### config.mk
export PLATFORM = sky130hd
export DESIGN_NAME = iob2axil_flat
export DESIGN_NICKNAME = d
export VERILOG_FILES = /design/src/rtl/iob2axil_if.sv /design/src/rtl/iob2axil.sv /design/src/flat_wrapper.sv
export SDC_FILE = /design/constraint.sdc
export NUM_CORES = 1
export LEC_CHECK = 0
export BUFFER_PORTS_ARGS = -buffer_cell sky130_fd_sc_hd__buf_4
export CORE_ASPECT_RATIO = 1.4
export CORE_MARGIN = 5
export CORE_UTILIZATION = 25
export DETAILED_ROUTE_END_ITERATION = 10
export PLACE_DENSITY = 0.49
export SLEW_MARGIN = 30
export SYNTH_ARGS = -nofsm -noshare
export SYNTH_HDL_FRONTEND = slang
export SYNTH_SLANG_ARGS = --single-unit
### constraint.sdc
create_clock -name clk_i -period 2.96 [get_ports clk_i]
set_input_delay 0.296 -clock clk_i [delete_from_list [all_inputs] [get_ports clk_i]]
set_output_delay 0.296 -clock clk_i [all_outputs]
set_load 0.02 [all_outputs]
### src/rtl/iob2axil_if.sv
// IOb-slave / AXI4-Lite-master signal bundle for the iob2axil bridge.
// The bridge connects through 'slave'; the IOb initiator and the AXI target use 'master'.
interface iob2axil_if #(
   parameter int ADDR_W = 32,
   parameter int DATA_W = 32
);
   localparam int STRB_W = DATA_W / 8;

   logic              iob_avalid;
   logic [ADDR_W-1:0] iob_addr;
   logic [DATA_W-1:0] iob_wdata;
   logic [STRB_W-1:0] iob_wstrb;
   logic              iob_rvalid;
   logic [DATA_W-1:0] iob_rdata;
   logic              iob_ready;

   logic [ADDR_W-1:0] axil_awaddr;
   logic [2:0]        axil_awprot;
   logic              axil_awvalid;
   logic              axil_awready;
   logic [DATA_W-1:0] axil_wdata;
   logic [STRB_W-1:0] axil_wstrb;
   logic              axil_wvalid;
   logic              axil_wready;
   logic [1:0]        axil_bresp;
   logic              axil_bvalid;
   logic              axil_bready;
   logic [ADDR_W-1:0] axil_araddr;
   logic [2:0]        axil_arprot;
   logic              axil_arvalid;
   logic              axil_arready;
   logic [DATA_W-1:0] axil_rdata;
   logic [1:0]        axil_rresp;
   logic              axil_rvalid;
   logic              axil_rready;

   modport slave (
      input  iob_avalid, iob_addr, iob_wdata, iob_wstrb,
      output iob_rvalid, iob_rdata, iob_ready,
      output axil_awaddr, axil_awprot, axil_awvalid,
      input  axil_awready,
      output axil_wdata, axil_wstrb, axil_wvalid,
      input  axil_wready,
      input  axil_bresp, axil_bvalid,
      output axil_bready,
      output axil_araddr, axil_arprot, axil_arvalid,
      input  axil_arready,
      input  axil_rdata, axil_rresp, axil_rvalid,
      output axil_rready
   );

   modport master (
      output iob_avalid, iob_addr, iob_wdata, iob_wstrb,
      input  iob_rvalid, iob_rdata, iob_ready,
      input  axil_awaddr, axil_awprot, axil_awvalid,
      output axil_awready,
      input  axil_wdata, axil_wstrb, axil_wvalid,
      output axil_wready,
      output axil_bresp, axil_bvalid,
      input  axil_bready,
      input  axil_araddr, axil_arprot, axil_arvalid,
      output axil_arready,
      output axil_rdata, axil_rresp, axil_rvalid,
      input  axil_rready
   );
endinterface

### src/rtl/iob2axil.sv
// IOb-slave to AXI4-Lite-master bridge, one transaction in flight.
// Every output is a flop, so arst_i clears valids/readies without waiting for a clock.
module iob2axil #(
   parameter int ADDR_W = 32,
   parameter int DATA_W = 32
) (
   input  logic clk_i,
   input  logic arst_i,
   input  logic cke_i,
   iob2axil_if.slave bus,
   output logic err_o
);
   localparam int STRB_W = DATA_W / 8;

   typedef enum logic [2:0] {IDLE, WADDR, WRESP, RADDR, RDATA} state_t;

   state_t            state;
   logic [ADDR_W-1:0] addr_r;
   logic [DATA_W-1:0] wdata_r;
   logic [STRB_W-1:0] wstrb_r;
   logic [DATA_W-1:0] rdata_r;
   logic              ready_r, rvalid_r, err_r;
   logic              aw_pend, w_pend, bready_r, arvalid_r, rready_r;
   logic              aw_left, w_left;

   // AW and W retire independently; WADDR is left once neither is outstanding.
   assign aw_left = aw_pend & ~bus.axil_awready;
   assign w_left  = w_pend & ~bus.axil_wready;

   always_ff @(posedge clk_i or posedge arst_i) begin
      if (arst_i) begin
         state     <= IDLE;
         addr_r    <= '0;
         wdata_r   <= '0;
         wstrb_r   <= '0;
         rdata_r   <= '0;
         ready_r   <= 1'b1;
         rvalid_r  <= 1'b0;
         err_r     <= 1'b0;
         aw_pend   <= 1'b0;
         w_pend    <= 1'b0;
         bready_r  <= 1'b0;
         arvalid_r <= 1'b0;
         rready_r  <= 1'b0;
      end else if (cke_i) begin
         rvalid_r <= 1'b0;
         unique case (state)
            IDLE: begin
               if (bus.iob_avalid) begin
                  addr_r  <= bus.iob_addr;
                  wdata_r <= bus.iob_wdata;
                  wstrb_r <= bus.iob_wstrb;
                  ready_r <= 1'b0;
                  if (|bus.iob_wstrb) begin
                     state   <= WADDR;
                     aw_pend <= 1'b1;
                     w_pend  <= 1'b1;
                  end else begin
                     state     <= RADDR;
                     arvalid_r <= 1'b1;
                  end
               end
            end
            WADDR: begin
               aw_pend <= aw_left;
               w_pend  <= w_left;
               if (!aw_left && !w_left) begin
                  state    <= WRESP;
                  bready_r <= 1'b1;
               end
            end
            WRESP: begin
               if (bus.axil_bvalid) begin
                  state    <= IDLE;
                  bready_r <= 1'b0;
                  ready_r  <= 1'b1;
                  if (bus.axil_bresp != 2'b00) err_r <= 1'b1;
               end
            end
            RADDR: begin
               if (bus.axil_arready) begin
                  state     <= RDATA;
                  arvalid_r <= 1'b0;
                  rready_r  <= 1'b1;
               end
            end
            RDATA: begin
               // data is handed back even when rresp flags an error
               if (bus.axil_rvalid) begin
                  state    <= IDLE;
                  rready_r <= 1'b0;
                  rdata_r  <= bus.axil_rdata;
                  rvalid_r <= 1'b1;
                  ready_r  <= 1'b1;
                  if (bus.axil_rresp != 2'b00) err_r <= 1'b1;
               end
            end
            default: state <= IDLE;
         endcase
      end
   end

   assign bus.iob_ready    = ready_r;
   assign bus.iob_rvalid   = rvalid_r;
   assign bus.iob_rdata    = rdata_r;
   assign bus.axil_awaddr  = addr_r;
   assign bus.axil_awprot  = 3'b000;
   assign bus.axil_awvalid = aw_pend;
   assign bus.axil_wdata   = wdata_r;
   assign bus.axil_wstrb   = wstrb_r;
   assign bus.axil_wvalid  = w_pend;
   assign bus.axil_bready  = bready_r;
   assign bus.axil_araddr  = addr_r;
   assign bus.axil_arprot  = 3'b000;
   assign bus.axil_arvalid = arvalid_r;
   assign bus.axil_rready  = rready_r;
   assign err_o            = err_r;
endmodule

### src/flat_wrapper.sv
// flat-port wrapper written by rule: the top's interface ports become plain ports
module iob2axil_flat 
#(
   parameter int ADDR_W = 32,
   parameter int DATA_W = 32
)
  (clk_i, arst_i, cke_i, err_o, bus_iob_avalid, bus_iob_addr, bus_iob_wdata, bus_iob_wstrb, bus_iob_rvalid, bus_iob_rdata, bus_iob_ready, bus_axil_awaddr, bus_axil_awprot, bus_axil_awvalid, bus_axil_awready, bus_axil_wdata, bus_axil_wstrb, bus_axil_wvalid, bus_axil_wready, bus_axil_bresp, bus_axil_bvalid, bus_axil_bready, bus_axil_araddr, bus_axil_arprot, bus_axil_arvalid, bus_axil_arready, bus_axil_rdata, bus_axil_rresp, bus_axil_rvalid, bus_axil_rready);
  iob2axil_if #(.ADDR_W(ADDR_W), .DATA_W(DATA_W)) bus_i ();
  input  logic clk_i;
  input  logic arst_i;
  input  logic cke_i;
  output logic err_o;
  input wire logic [$bits(bus_i.iob_avalid)-1:0] bus_iob_avalid;
  input wire logic [$bits(bus_i.iob_addr)-1:0] bus_iob_addr;
  input wire logic [$bits(bus_i.iob_wdata)-1:0] bus_iob_wdata;
  input wire logic [$bits(bus_i.iob_wstrb)-1:0] bus_iob_wstrb;
  output wire logic [$bits(bus_i.iob_rvalid)-1:0] bus_iob_rvalid;
  output wire logic [$bits(bus_i.iob_rdata)-1:0] bus_iob_rdata;
  output wire logic [$bits(bus_i.iob_ready)-1:0] bus_iob_ready;
  output wire logic [$bits(bus_i.axil_awaddr)-1:0] bus_axil_awaddr;
  output wire logic [$bits(bus_i.axil_awprot)-1:0] bus_axil_awprot;
  output wire logic [$bits(bus_i.axil_awvalid)-1:0] bus_axil_awvalid;
  input wire logic [$bits(bus_i.axil_awready)-1:0] bus_axil_awready;
  output wire logic [$bits(bus_i.axil_wdata)-1:0] bus_axil_wdata;
  output wire logic [$bits(bus_i.axil_wstrb)-1:0] bus_axil_wstrb;
  output wire logic [$bits(bus_i.axil_wvalid)-1:0] bus_axil_wvalid;
  input wire logic [$bits(bus_i.axil_wready)-1:0] bus_axil_wready;
  input wire logic [$bits(bus_i.axil_bresp)-1:0] bus_axil_bresp;
  input wire logic [$bits(bus_i.axil_bvalid)-1:0] bus_axil_bvalid;
  output wire logic [$bits(bus_i.axil_bready)-1:0] bus_axil_bready;
  output wire logic [$bits(bus_i.axil_araddr)-1:0] bus_axil_araddr;
  output wire logic [$bits(bus_i.axil_arprot)-1:0] bus_axil_arprot;
  output wire logic [$bits(bus_i.axil_arvalid)-1:0] bus_axil_arvalid;
  input wire logic [$bits(bus_i.axil_arready)-1:0] bus_axil_arready;
  input wire logic [$bits(bus_i.axil_rdata)-1:0] bus_axil_rdata;
  input wire logic [$bits(bus_i.axil_rresp)-1:0] bus_axil_rresp;
  input wire logic [$bits(bus_i.axil_rvalid)-1:0] bus_axil_rvalid;
  output wire logic [$bits(bus_i.axil_rready)-1:0] bus_axil_rready;
  assign bus_i.iob_avalid = bus_iob_avalid;
  assign bus_i.iob_addr = bus_iob_addr;
  assign bus_i.iob_wdata = bus_iob_wdata;
  assign bus_i.iob_wstrb = bus_iob_wstrb;
  assign bus_iob_rvalid = bus_i.iob_rvalid;
  assign bus_iob_rdata = bus_i.iob_rdata;
  assign bus_iob_ready = bus_i.iob_ready;
  assign bus_axil_awaddr = bus_i.axil_awaddr;
  assign bus_axil_awprot = bus_i.axil_awprot;
  assign bus_axil_awvalid = bus_i.axil_awvalid;
  assign bus_i.axil_awready = bus_axil_awready;
  assign bus_axil_wdata = bus_i.axil_wdata;
  assign bus_axil_wstrb = bus_i.axil_wstrb;
  assign bus_axil_wvalid = bus_i.axil_wvalid;
  assign bus_i.axil_wready = bus_axil_wready;
  assign bus_i.axil_bresp = bus_axil_bresp;
  assign bus_i.axil_bvalid = bus_axil_bvalid;
  assign bus_axil_bready = bus_i.axil_bready;
  assign bus_axil_araddr = bus_i.axil_araddr;
  assign bus_axil_arprot = bus_i.axil_arprot;
  assign bus_axil_arvalid = bus_i.axil_arvalid;
  assign bus_i.axil_arready = bus_axil_arready;
  assign bus_i.axil_rdata = bus_axil_rdata;
  assign bus_i.axil_rresp = bus_axil_rresp;
  assign bus_i.axil_rvalid = bus_axil_rvalid;
  assign bus_axil_rready = bus_i.axil_rready;
  iob2axil #(.ADDR_W(ADDR_W), .DATA_W(DATA_W)) u_core (.clk_i(clk_i), .arst_i(arst_i), .cke_i(cke_i), .bus(bus_i), .err_o(err_o));
endmodule
## Word level (Yosys, flattened, before mapping)

Cells that the tools add are included.
W data, S select, Z words.

- Register bits after elaboration: 111
- Input port bits: 113
- Output and inout bits: 146
- Word-level logic and storage cells: 84

- Equal/unequal tests: 13
- Muxes and demuxes: 32
- Bitwise operators: 4
- Reduce and logical (&&, ||, !) cells: 22

Operators with widths:

| operator | count |
|---|---|
| $mux W1 | 18 |
| $mux W3 | 5 |
| $pmux W3 S5 | 1 |
| $reduce_bool A2 Y1 | 7 |
| $pmux W1 S2 | 6 |
| $reduce_and A4 Y1 | 3 |
| $reduce_and A6 Y1 | 2 |
| $ne A2 B2 Y1 const B | 5 |
| $reduce_and A5 Y1 | 2 |
| $ne A2 B1 Y1 const B | 4 |
| $eq A3 B2 Y1 const B | 2 |
| $reduce_and A3 Y1 | 2 |
| $reduce_or A4 Y1 | 1 |
| $eq A3 B1 Y1 const B | 1 |
| $eq A3 B3 Y1 const B | 1 |
| $logic_not A3 Y1 | 1 |
| $pmux W1 S3 | 1 |
| $reduce_bool A3 Y1 | 1 |
| $and A1 B1 Y1 | 2 |
| $logic_not A1 Y1 | 2 |
| $mux W2 | 1 |
| $not A1 Y1 | 2 |
| $logic_and A1 B1 Y1 | 1 |

## Longest topological paths before layout

- Depth in word-level cells: 6
- Mapped depth: 8
- Gate-level depth less buffers: 4

## Least setup slack after synthesis

OpenSTA, ideal clock, no wires.

- Kind: reg-to-reg
- Start: register u_core.state[0]
- End: register u_core.rdata_r[0] (netlist: u_core.bus.iob_rdata[0])
- Library setup time: 0.125 ns
- Arrival time: 1.282 ns
- Path slack: 1.552 ns
- Stages on the path, launching flop included: 6
- Path buffers: 2
- Cells stage by stage: dfrtp_1 buf_6 nor2_4 nand4_4 buf_6 mux2_4

- Longest elaborated chain between the ends: 2

RTL lines:

| item | line | RTL |
|---|---|---|
| from (decl) | iob2axil.sv:17 | `state_t state;` |
| from (signal assigned) | iob2axil.sv:32 | `state <= IDLE;` |
| from (signal assigned) | iob2axil.sv:55 | `state <= WADDR;` |
| from (signal assigned) | iob2axil.sv:59 | `state <= RADDR;` |
| $eq A3 B3 Y1 | iob2axil.sv:47 | `unique case (state)` |
| $reduce_and A3 Y1 (no line) | n/a |  |
| to (signal assigned) | iob2axil.sv:92 | `rdata_r <= bus.axil_rdata;` |
| to (decl) | iob2axil.sv:21 | `logic [DATA_W-1:0] rdata_r;` |

No other way between the ends.
A chain may end at the register's enable or synchronous reset.

## Worst setup path after layout

- Start: register u_core.state[1]
- End: register u_core.ready_r (netlist: u_core.bus.iob_ready)

- Longest elaborated chain between the ends: 3
- Elaborated cells on any way between the ends: 9
- Those cells by class: eq/ne (5); mux (1); reduce/logical (3)

RTL lines:

| item | line | RTL |
|---|---|---|
| $eq A3 B2 Y1 (tied with other cells) | iob2axil.sv:47 |  |
| $ne A2 B2 Y1 (no line) or $reduce_bool A3 Y1 (tied branches) | n/a |  |
| $reduce_and A5 Y1 (no line) | n/a |  |
| to (signal assigned) | iob2axil.sv:37 | `ready_r <= 1'b1;` |
| to (signal assigned) | iob2axil.sv:53 | `ready_r <= 1'b0;` |
| to (signal assigned) | iob2axil.sv:76 | `ready_r <= 1'b1;` |
| to (decl) | iob2axil.sv:22 | `logic ready_r, rvalid_r, err_r;` |

Several ways; a longest one is shown, not always the timed one.

==> results list <==
- Sequential cell area fraction in the yosys report: 58.13%
- After synthesis the cells add up to 0.004781 mm2.
- Startpoint types: flip-flop
- Final Setup Violations: 0
- Required time at the endpoint of the critical path: 3.24 ns
* Share of layout cells above drive strength 1: 46.47%
* Shortest period the worst path allows: 2.042 ns
- Once the clock tree was built, the resizer swapped 0 gates to a different size.
- The clock passes through at most 2 buffers.
* Compound-gate portion of the synthesized area: 3.193%
* Commonest non-fill, non-tap cell in the layout: buf_4
- Total wire length after detailed routing: 13870 um
- The first detailed-routing pass took 4 iterations.
- In the routed design, unresolved DRC markers number 0.
* Met3 demand-to-capacity share in global routing: 4.100%
- Critical path arrival: 2.32 ns
- The H-tree generated during clock tree synthesis spans 3 levels.
- Grt peak-use layer: met2
- First-pass GRT wire length: 21970 um
- The worst path uses 68.97% of the clock period.
* Number of nets still failing antenna checks after routing: 0
* Reg power frac: 36.5%
* Max-Slew Margin vs Limit: 43.01%
- Buffers placed on the I/O ports in this run total 252.
- P_int: 4134 uW
- In this run the power spent charging and discharging nets is 2809 uW.
* Reported leakage power: 0.003859 uW
- Maximum clock rate: 489.8 MHz
- Summed over all nets, the half-perimeter wirelength after detailed placement is 10560 um.
- In this run, the combinational gates consume 46.4% of the power.
- After clock tree synthesis, the clock-pin slew on the worst setup and hold paths is 0.08 ns.
* Clock share of power: 17.1%
- Dividing the synthesized area by the synthesized cell count gives 10.42 um2.
- Nature of the critical path endpoint: flip-flop
- For the pin with the worst max-slew slack, the measured transition is 0.8470 ns.
- Floorplan die height: 173.6 um
- Max-capacitance violation count: 0
- Starting density of the core: 25.60%
* Power density of the placed cells: 995.0 mW/mm2
* Number of antenna diodes: 0
- By area, the combinational part of the netlist is dominated by simple AND/OR/NAND/NOR gates.
- Entering global routing, the biggest net connects 48 pins.
* Worst supply voltage drop on vdd: 0.3028 mV
* Clock root buffer: clkbuf_16
- After floorplanning, the core was divided into 59 placement rows.
* Share of synthesized cell area in and, or, nand and nor gates: 19.42%
* Most frequent cells in the layout: buf_4 (254), nand2_1 (211), dfrtp_1 (110), mux2_4 (28), clkbuf_16 (9)
- Crit path kind: flip-flop to flip-flop
- Count of endpoints failing hold in the final timing report: 0
- The detailed router finished its first iteration with 126 violations.
- The number of max-slew violations in the final report was 0.
- Clock tree synthesis found a total of 111 sinks.
- The congestion estimate from routability-driven global placement came to 0.7805.
- In the global route stage, met2 resource usage came out at 23.23%.
* Core Box Area: 0.01868 mm2
- Relative area change from synthesis to final layout: 45.96%
- For this run, the post-layout net count is 788.
- Aggregate global routing overflow: 0
- Number of buffers created by CTS: 9
- Setup TNS: 0 ns
- Post-synthesis adder-cell area fraction: 0%
- TritonCTS built the clock tree.
* Total number of vias: 3869
- The die covers 0.02203 mm2.
- Post-CTS Hold Fix Bufs: 0
- The via count of the first global-routing pass is 4089.
- The number of antenna violations at the first check in global routing is 0.
- Net Sw Frac: 40.46%
- During I/O placement, the number of pins put on the boundary was 259.
- On the final layout, the worst clock skew is 0.006760 ns.
- After Yosys synthesis, XOR and XNOR cells account for 0% of the synthesized area.
- Buffers added to address setup during post-CTS repair amount to 0.
- Run status: completed
* Total Routing Usage GR: 12.54%
- Max Fanout on Critical Path: 41
- Multiplexer cells account for 9.945% of the synthesized area.
* Number of cells produced by synthesis: 459
* Die width: 126.9 um
* Minimum setup slack after placement: 0.9036 ns
* Class of the tightest hold or removal check: input pin to flip-flop
- Global routing consumed, on the met1 layer, 13.35% of the routing resources.
- Register bit count reported by yosys: 111
* YS warnings: 0
- In the final routed layout, each cell accounts on average for 15.01 um.
* Clock latency reported for the late side of the worst-skew pair: 0.35 ns
- Unrepaired setup endpoints after global routing: false
* Setup WS post-layout: 0.9185 ns
- Count of distinct cell types in the synthesized netlist: 36
- Per-cell via count in the routed design: 4.187
registers in the layout, indices dropped and copies added (netlist names):
signal	flops
u_core.bus.axil_wstrb	4
u_core.bus.axil_awvalid	1
u_core.bus.iob_ready	1
u_core.bus.axil_rready	1
u_core.bus.axil_wvalid	1
u_core.bus.iob_rvalid	1
u_core.bus.axil_arvalid	1
u_core.bus.axil_araddr	32
u_core.bus.axil_bready	1
u_core.bus.axil_wdata	32
u_core.state	3
u_core.err_o	1
u_core.bus.iob_rdata	32
layout make-up:
| cell class | instances | area (um2) |
|---|---|---|
| flip-flops and latches | 111 | 2779 |
| clock inverters | 5 | 41.29 |
| well taps | 244 | 305.3 |
| multi-input cells | 289 | 1580 |
| inverters | 5 | 22.52 |
| repair buffers | 259 | 1997 |
| fillers | 1880 | 11700 |
| clock buffers | 11 | 252.7 |
critical path, stage by stage (launching register included):
cell and delay, ns:
dfrtp_1 0.54, nor2_4 0.21, nand3_2 0.54, buf_12 0.41, a32o_1 0.23
cells in the mapped netlist (all sizes together):
library cell / number / share of area [%]
nand2: 211 / 17
dfrtp: 110 / 58
buf: 51 / 8.2
mux2: 32 / 9.7
clkbuf: 8 / 0.63
o21ai: 7 / 0.73
inv: 5 / 0.39
nor2: 5 / 0.55
nor2b: 4 / 0.68
nor3: 3 / 0.31
a21o: 2 / 0.31
nand3: 2 / 0.31
nor4: 2 / 0.26
o2bb2ai: 2 / 0.37
a211oi: 1 / 0.16
a21oi: 1 / 0.10
a32o: 1 / 0.21
and3: 1 / 0.13
conb: 1 / 0.078
dfstp: 1 / 0.55
mux2i: 1 / 0.21
nand4: 1 / 0.44
o2111a: 1 / 0.24
o211ai: 1 / 0.16
o21a: 1 / 0.16
o221a: 1 / 0.24
o22a: 1 / 0.18
o41ai: 1 / 0.34
or2b: 1 / 0.16
power by group through the flow:
stage	Clock (uW)	Sequential, uW	Combinational [uW]
after floorplan	0	3140	1370
after global placement	0	2550	3270
after detailed placement	0	2570	3280
after CTS	1250	2550	3290
after global routing	1310	2630	3480
final	1190	2530	3220
path summary, 6_finish.rpt:
| check | from | end | slack (ns) | depth (start not counted) |
|---|---|---|---|---|
| min in group asynchronous | arst_i | u_core.bus.iob_rdata[16] | 0.51 | 3 |
| setup / recovery | u_core.state[1] | u_core.bus.iob_ready | 0.92 | 4 |
| max in group asynchronous | arst_i | u_core.bus.axil_araddr[8] | 1.78 | 4 |
| hold / removal | bus_iob_addr[11] | u_core.bus.axil_araddr[11] | 0.13 | 3 |
| setup reg to reg | u_core.state[1] | u_core.bus.iob_ready | 0.92 | 4 |
| hold reg to reg | u_core.err_o | u_core.err_o | 0.47 | 1 |
routing by layer:
metal | share of wire, % | up-vias | wire, um
met5 | 0 | - | 0
met4 | 1.2 | 0 | 164
met3 | 8.9 | 9 | 1229
met1 | 36 | 1859 | 4951
met2 | 54 | 169 | 7519
li1 | - | 1832 | -
cells by family (layout without fill, tap and decap cells):
logic type | Yosys count | after routing
buffers and inverters | 64 | 280
multiplexers | 33 | 33
flip-flops | 111 | 111
AO/OA/AOI/OAI | 20 | 20
AND/OR/NAND/NOR | 230 | 230
other | 1 | 6
metrics by stage:
stage | std cells | hold WS, ns | util (%) | instance area [um2] | total power [uW]
CTS | 922 | 0.1156 | 37.20 | 6948 | 7092
detailed placement | 906 | 0.4535 | 35.63 | 6654 | 5858
finish | 924 | 0.1319 | 37.36 | 6978 | 6943
global route | 924 | 0.1162 | 37.36 | 6978 | 7419
floorplan | 464 | 0.4014 | - | 4803 | 4510
global placement | 906 | 0.4518 | 35.63 | 6654 | 5814
(Power assumes the default switching activity.)
